`src/rtl/ram_port_arbiter.sv`:
```
// Round-robin arbiter sharing one port of a latency-configurable RAM among
// NUM_REQ requesters. Issues one registered memory command per cycle, and uses
// tagged shift pipelines to route read data and write acks back to their issuer.
// Optional macro RAW_HAZARD_CHK_EN: hold off reads that hit a pending write.
module ram_port_arbiter #(
  parameter int unsigned NUM_REQ    = 4,
  parameter int unsigned DATA_WIDTH = 8,
  parameter int unsigned ADDR_WIDTH = 4,
  parameter int unsigned RD_LATENCY = 1,
  parameter int unsigned WR_LATENCY = 1
) (
  input  logic                          i_clk,
  input  logic                          i_rst_n,
  input  logic [NUM_REQ-1:0]            i_req,
  input  logic [NUM_REQ-1:0]            i_we,
  input  logic [NUM_REQ*ADDR_WIDTH-1:0] i_addr,
  input  logic [NUM_REQ*DATA_WIDTH-1:0] i_din,
  output logic [NUM_REQ-1:0]            o_gnt,
  output logic [NUM_REQ-1:0]            o_rvalid,
  output logic [DATA_WIDTH-1:0]         o_rdata,
  output logic [NUM_REQ-1:0]            o_wack,
  output logic                          o_busy,
  output logic                          o_mem_en,
  output logic                          o_mem_we,
  output logic [ADDR_WIDTH-1:0]         o_mem_addr,
  output logic [DATA_WIDTH-1:0]         o_mem_din,
  input  logic [DATA_WIDTH-1:0]         i_mem_dout
);

  localparam int unsigned IDX_W    = $clog2(NUM_REQ);
  localparam int unsigned RD_DEPTH = RD_LATENCY + 2;
  localparam int unsigned WR_DEPTH = WR_LATENCY + 1;

  typedef logic [IDX_W-1:0] idx_t;

  idx_t                  ptr_q;
  logic                  mem_en_q;
  logic                  mem_we_q;
  logic [ADDR_WIDTH-1:0] mem_addr_q;
  logic [DATA_WIDTH-1:0] mem_din_q;
  logic [DATA_WIDTH-1:0] rdata_q;

  // Stage s of each pipeline describes a command granted s+1 cycles ago.
  logic [RD_DEPTH-1:0]   rd_vld_q;
  idx_t                  rd_idx_q [RD_DEPTH];
  logic [WR_DEPTH-1:0]   wr_vld_q;
  idx_t                  wr_idx_q [WR_DEPTH];
`ifdef RAW_HAZARD_CHK_EN
  logic [ADDR_WIDTH-1:0] wr_addr_q [WR_DEPTH];
`endif

  logic [NUM_REQ-1:0]    elig;
  logic [NUM_REQ-1:0]    gnt_vec;
  logic                  gnt_any;
  idx_t                  gnt_idx;
  idx_t                  cand;
  logic                  win_we;
  logic [ADDR_WIDTH-1:0] win_addr;
  logic [DATA_WIDTH-1:0] win_din;

  // Eligibility: raw requests, optionally masking reads that hit a pending write
  always_comb begin
    elig = i_req;
`ifdef RAW_HAZARD_CHK_EN
    for (int unsigned k = 0; k < NUM_REQ; k++) begin
      if (i_req[k] && !i_we[k]) begin
        for (int unsigned s = 0; s < WR_DEPTH; s++) begin
          if (wr_vld_q[s] && (wr_addr_q[s] == i_addr[k*ADDR_WIDTH +: ADDR_WIDTH])) begin
            elig[k] = 1'b0;
          end
        end
      end
    end
`endif
  end

  // Round-robin search from the pointer, then select the winner's command fields
  always_comb begin
    gnt_vec  = '0;
    gnt_any  = 1'b0;
    gnt_idx  = '0;
    cand     = '0;
    win_we   = 1'b0;
    win_addr = '0;
    win_din  = '0;
    for (int unsigned i = 0; i < NUM_REQ; i++) begin
      cand = idx_t'((ptr_q + i) % NUM_REQ);
      if (!gnt_any && elig[cand]) begin
        gnt_any = 1'b1;
        gnt_idx = cand;
      end
    end
    // No grant may be observed while reset is asserted.
    if (!i_rst_n) begin
      gnt_any = 1'b0;
    end
    for (int unsigned k = 0; k < NUM_REQ; k++) begin
      gnt_vec[k] = gnt_any && (gnt_idx == idx_t'(k));
      if (gnt_vec[k]) begin
        win_we   = i_we[k];
        win_addr = i_addr[k*ADDR_WIDTH +: ADDR_WIDTH];
        win_din  = i_din[k*DATA_WIDTH +: DATA_WIDTH];
      end
    end
  end

  // Pointer advance and registered memory command
  always_ff @(posedge i_clk or negedge i_rst_n) begin
    if (!i_rst_n) begin
      ptr_q      <= '0;
      mem_en_q   <= 1'b0;
      mem_we_q   <= 1'b0;
      mem_addr_q <= '0;
      mem_din_q  <= '0;
    end else begin
      mem_en_q <= gnt_any;
      mem_we_q <= gnt_any & win_we;
      if (gnt_any) begin
        mem_addr_q <= win_addr;
        mem_din_q  <= win_din;
        ptr_q      <= (gnt_idx == idx_t'(NUM_REQ - 1)) ? '0 : gnt_idx + 1'b1;
      end
    end
  end

  // Read tag pipeline and read-data capture one stage before the valid pulse
  always_ff @(posedge i_clk or negedge i_rst_n) begin
    if (!i_rst_n) begin
      rd_vld_q <= '0;
      rdata_q  <= '0;
      for (int unsigned s = 0; s < RD_DEPTH; s++) begin
        rd_idx_q[s] <= '0;
      end
    end else begin
      rd_vld_q    <= {rd_vld_q[RD_DEPTH-2:0], gnt_any & ~win_we};
      rd_idx_q[0] <= gnt_idx;
      for (int unsigned s = 1; s < RD_DEPTH; s++) begin
        rd_idx_q[s] <= rd_idx_q[s-1];
      end
      if (rd_vld_q[RD_LATENCY]) begin
        rdata_q <= i_mem_dout;
      end
    end
  end

  // Write tag pipeline; the last stage is the ack cycle
  always_ff @(posedge i_clk or negedge i_rst_n) begin
    if (!i_rst_n) begin
      wr_vld_q <= '0;
      for (int unsigned s = 0; s < WR_DEPTH; s++) begin
        wr_idx_q[s] <= '0;
`ifdef RAW_HAZARD_CHK_EN
        wr_addr_q[s] <= '0;
`endif
      end
    end else begin
      wr_vld_q    <= {wr_vld_q[WR_DEPTH-2:0], gnt_any & win_we};
      wr_idx_q[0] <= gnt_idx;
`ifdef RAW_HAZARD_CHK_EN
      wr_addr_q[0] <= win_addr;
`endif
      for (int unsigned s = 1; s < WR_DEPTH; s++) begin
        wr_idx_q[s] <= wr_idx_q[s-1];
`ifdef RAW_HAZARD_CHK_EN
        wr_addr_q[s] <= wr_addr_q[s-1];
`endif
      end
    end
  end

  // Decode the final pipeline stages into one-hot return pulses
  always_comb begin
    o_rvalid = '0;
    o_wack   = '0;
    for (int unsigned k = 0; k < NUM_REQ; k++) begin
      o_rvalid[k] = rd_vld_q[RD_DEPTH-1] && (rd_idx_q[RD_DEPTH-1] == idx_t'(k));
      o_wack[k]   = wr_vld_q[WR_DEPTH-1] && (wr_idx_q[WR_DEPTH-1] == idx_t'(k));
    end
  end

  assign o_gnt      = gnt_vec;
  assign o_rdata    = rdata_q;
  assign o_busy     = (|rd_vld_q) | (|wr_vld_q) | mem_en_q;
  assign o_mem_en   = mem_en_q;
  assign o_mem_we   = mem_we_q;
  assign o_mem_addr = mem_addr_q;
  assign o_mem_din  = mem_din_q;

endmodule

```
`config.mk`:
```
export PLATFORM = sky130hd
export DESIGN_NAME = ram_port_arbiter
export DESIGN_NICKNAME = d
export VERILOG_FILES = /design/src/rtl/ram_port_arbiter.sv
export SDC_FILE = /design/constraint.sdc
export NUM_CORES = 1
export LEC_CHECK = 0
export CAP_MARGIN = 20
export CELL_PAD_IN_SITES_DETAIL_PLACEMENT = 1
export CELL_PAD_IN_SITES_GLOBAL_PLACEMENT = 1
export CORE_ASPECT_RATIO = 0.6
export CORE_MARGIN = 8
export CORE_UTILIZATION = 25
export DETAILED_ROUTE_END_ITERATION = 6
export PLACE_DENSITY = 0.79
export SLEW_MARGIN = 5
export SYNTH_ARGS = -nofsm -noshare
export SYNTH_HDL_FRONTEND = slang
export SYNTH_SLANG_ARGS = --single-unit
```
`constraint.sdc`:
```
create_clock -name i_clk -period 6.9 [get_ports i_clk]
set_input_delay 0.69 -clock i_clk [delete_from_list [all_inputs] [get_ports i_clk]]
set_output_delay 0.69 -clock i_clk [all_outputs]
set_load 0.02 [all_outputs]
```
# Word-level counts from Yosys, hierarchy flattened
# Cells that the tools add are included.
# Widths: inputs -> output; s select.
word_totals:
  mem_bits_ro: 0
  ram_bits: 0
  latch_bits: 0
  mem_count: 0
  register_bits: 35
classes:
  n_mux: 30
  n_mul: 0
  addsub: 4
  shifts: 0
  magnitude_cmp: 4
  eq_ne: 9
  div: 0
  reduce_logical: 23
  bitwise: 5
ops:
  columns: ["operator", "count"]
  rows:
  - ["$mux 8", 4]
  - ["$mux 4", 4]
  - ["$logic_and 1x1->1", 15]
  - ["$mux 1", 13]
  - ["$eq 2x2->1 const B", 6]
  - ["$lt 2x3->1 const B", 4]
  - ["$mux 2", 5]
  - ["$bmux 1 s2", 4]
  - ["$eq 2x1->1 const B", 3]
  - ["$logic_not 2->1", 3]
  - ["$add 2x1->2 const B", 2]
  - ["$add 2x2->2 const B", 2]
  - ["$logic_not 1->1", 3]
  - ["$reduce_or 3->1", 1]
  - ["$and 1x1->1", 2]
  - ["$or 1x1->1", 2]
  - ["$reduce_or 2->1", 1]
  - ["$not 1->1", 1]

# Logic depth before layout (Yosys ltp)
logic_depth:
  word_depth: 20
  depth_mapped: 10
  depth_no_buf: 7

# Worst setup path after synthesis
# No wires, ideal clock.
synth_path:
  path_kind: "input to output"
  startpoint: "in i_req[1]"
  endpoint: "out o_gnt[3]"
  path_stages: 6
  slack_ns: 3.781
  t_arrival_ns: 2.429
  cell_sequence: "a21bo_2 > a221oi_1 > ha_1 > clkbuf_1 > clkbuf_1 > and2_1"
synth_between:
  elab_chain_cells: 14
  elab_cells_between_ends: 25
synth_rtl:
  columns: ["item", "line_no", "rtl"]
  rows:
  - ["start: declaration", "14", "input logic [NUM_REQ-1:0] i_req,"]
  - ["$bmux 1 s2", "88", "if (!gnt_any && elig[cand]) begin"]
  - ["$mux 1 (not written as such)", "88", null]
  - ["$mux 1", "88", null]
  - ["$logic_not 1->1", "88", null]
  - ["$logic_and 1x1->1", "88", null]
  - ["$mux 1", "88", null]
  - ["$logic_not 1->1", "88", null]
  - ["$logic_and 1x1->1", "88", null]
  - ["$mux 1", "88", null]
  - ["$logic_not 1->1", "88", null]
  - ["$logic_and 1x1->1", "88", null]
  - ["$mux 2 *", "88", null]
  - ["via gnt_idx[0]", "55", "idx_t gnt_idx;"]
  - ["$eq 2x2->1 *", "98", "gnt_vec[k] = gnt_any && (gnt_idx == idx_t'(k));"]
  - ["$logic_and 1x1->1 *", "98", null]
  - ["end: declaration", "18", "output logic [NUM_REQ-1:0] o_gnt,"]
# Mark *: on every way through the listed nets, which the timed path passes. The rest lies on a longest branch. The select of a mux whose other input is x is not followed.

# Final worst setup path
# Same ends and word-level chain as after synthesis.

==> flow_summary.yaml <==
run_status:
  status: "finished clean"
worst_setup_path:
  slowest_delay_ns: 0.77
  critical_path_required_ns: 6.21
  critical_path_class: "in2out"
  cp_data_arrival_time_ns: 3.73
  reg2reg_depth: 6
  path_max_fanout: 21
  cpMaxStageDelayCell: "ha_1"
  critical_path.cell_chain: "clkdlybuf4s50_1 > a21bo_2 > a221oi_1 > ha_1 > and2_1 > clkdlybuf4s50_1"
  end_kind: "output port"
  worst_setup_path_start_kind: "primary input"
  worst_path_most_repeated_cell: "clkdlybuf4s50_1"
cells_and_area:
  layout-drive-gt1-share_pct: 7.27
  fin_area_sq_mm: 0.00300
  syn2layout_area_growth_pct: 66.1
  nNetsFinal: 344
  final_util_pct: 42.2
  antenna_cells: 0
synthesis:
  synth_seq_cells: 34
  synth_top_area_share_pct: 47.1
  synth_area_leaders: "dfrtp_1 (47%), a21oi_1 (5.3%), mux2_2 (5.0%)"
  ys_types: 33
  synthesis.instances: 180
  syn_area_sq_mm: 0.00181
  yosysTopAreaCell: "dfrtp_1"
  yosysSeqAreaShare_pct: 47.1
  syn_nets: 250
  yosysWarnings: 0
  avgSynthCellArea_sq_um: 10.0
grt:
  grt_pass1_vias: 1938
  grt_antenna_before_repair: 0
  grt_pass1_wl_um: 10100
  grt_usage_pct: 12.4
  grt_max_degree: 37
  grt_overflow: 0
sta:
  timing.slew.headroom_pct: 35.8
  hold_violations: 0
  fin_worst_skew_ns: 0.00176
  rsz0062_at_grt: "no"
  tightestPinTransition_ns: 0.959
  tns_ns: 0
  setup_viol: 0
  finalCritPeriodShare_pct: 64.1
  drv_slew: 0
  fin_crit_ns: 4.42
  clock.fmax_mhz: 226
  hold_ws_ns: 0.349
power:
  p_seq_share_pct: 32.0
  p_total_uw: 1010
  clkPwrFrac_pct: 22.1
  p_leak_uw: 0.00126
  peakVddDrop_uv: 98.2
  power_switching_uw: 360
  p_per_area_mw_per_mm2: 336
  p_int_uw: 647
  netSwitchingFraction_pct: 35.7
  power_frac_comb_pct: 45.9
die:
  core_sq_mm: 0.00712
  initial_core_util_pct: 25.4
  die_x_um: 126
  chipHeight_um: 81.9
  num_io_pins: 101
  rows: 24
  dieArea_sq_mm: 0.0103
cts:
  h-tree-depth: 2
  cts_resized: 0
  cts-hold-fix-buffers: 0
  cts_tree: "built"
  clk_pin_slew_worst_paths_ns: 0.05
  cts_buffers: 5
  ctsRootBufferMaster: "clkbuf_16"
  cts_setup_buffers: 0
  clk_latency_ns: 0.27
  numClockSinks: 34
  clockBufferDepth: 2
drt:
  ant_nets: 0
  wl_per_cell_um: 17.5
  vias_per_cell: 4.71
  drtIter0Drc: 70
  via_count: 1724
  drc: 0
  wirelength_um: 6410
  dr.pass1.iters: 4
placed_design:
  globalplace.congestion: 0.892
  hpwl_um: 5060
  post_dp_cell_area_sq_mm: 0.00285
  portBuffers: 100
hold_path:
  hp-class: "reg2reg"
  hold_depth: 0
run:
  cap_violations: 0
## final timing paths
path                       slack [ns]         from            end
max                              2.48     i_req[1]       o_gnt[3]
min                              0.35  wr_idx_q[3]    wr_idx_q[1]
max reg2reg                      3.99     ptr_q[1]  o_mem_addr[2]
min reg2reg                      0.35  wr_idx_q[3]    wr_idx_q[1]
max in group asynchronous        5.86      i_rst_n   o_mem_din[2]
min in group asynchronous        0.52      i_rst_n     o_rdata[1]
## placed cells by master, fill, tap and decap left out, types with 2 or more instances in the layout
cell	netlist	layout
nand2_1	14	14
clkbuf_16	0	5
a31oi_1	7	7
and2_1	4	4
nor2_1	8	8
nor2b_1	7	7
ha_1	4	4
and3b_1	2	2
mux2_2	8	8
nand3b_1	6	6
and3_1	3	3
clkdlybuf4s50_1	0	99
nand3_1	7	7
nor3b_1	3	3
o311ai_0	7	7
a21o_1	7	7
a21oi_1	19	19
a221o_1	6	6
dfrtp_1	34	34
inv_1	9	9
## sequential cells by signal (all words and copies together) (netlist names)
register / flops
o_mem_addr: 4
o_mem_din: 8
o_mem_en: 1
o_rdata: 8
ptr_q: 2
rd_idx_q: 2
rd_vld_q: 3
wr_idx_q: 4
wr_vld_q: 2
## power by group through the flow
stage,Combinational (uW),Sequential (uW),Clock [uW]
after detailed placement,469,326,0
final,462,322,223
after CTS,470,324,231
after global placement,458,321,0
after global routing,500,337,241
after floorplan,192,374,0
## cell usage after synthesis
library cell and count:
a21bo_2 1, a21o_1 7, a21oi_1 19, a221o_1 6, a221oi_1 1, a22oi_1 1, a31oi_1 7, and2_1 4
and2b_1 1, and3_1 3, and3b_1 2, buf_2 2, buf_6 2, clkbuf_1 9, dfrtp_1 34, ha_1 4
inv_1 9, inv_4 1, mux2_2 8, mux2i_1 1, nand2_1 14, nand2b_1 1, nand3_1 7, nand3b_1 6
nor2_1 8, nor2b_1 7, nor3b_1 3, nor4_1 1, o21a_1 1, o22a_1 1, o22ai_1 1, o311ai_0 7
o41ai_4 1
## metrics by stage
step                setup slack, ns  instances
finish                         2.48        366
global placement               2.51        358
floorplan                      3.78        180
detailed placement             2.45        358
CTS                            2.44        366
global route                   2.26        366
## logic make-up (layout without fill, tap and decap cells)
kind of cell / after synthesis / after routing / synth area share [%]
AOI/OAI and AO/OA: 53 / 53 / 21.5
adders and majority gates: 4 / 4 / 2.77
buffers and inverters: 23 / 118 / 5.89
DFF: 34 / 34 / 47.1
muxes: 9 / 9 / 5.54
and+or+nand+nor: 57 / 57 / 17.2
## cell type report
cell class,instances,area [sq um]
fillers,811,4120
repair buffers,100,996
flip-flops and latches,34,851
multi-input cells,123,850
clock buffers,6,139
well taps,91,114
inverters,10,40.0
clock inverters,2,12.5
## metal layers
metal / routed length [um] / global-route usage [%] / vias to the layer above
li1: - / - / 839
met1: 2980 / 15.5 / 812
met2: 2800 / 19.2 / 69
met3: 603 / 6.03 / 4
met4: 28 / 2.50 / 0
met5: 0 / 0 / -
## worst max-delay path: cells and delay by family
family / cells / cell delay [ns]
AO/OA/AOI/OAI: 2 / 0.86
buffers and inverters: 2 / 1.19
adder cells (fa/ha/maj): 1 / 0.77
AND/OR/NAND/NOR: 1 / 0.22
Note: power is estimated with default switching activity, not from simulation.
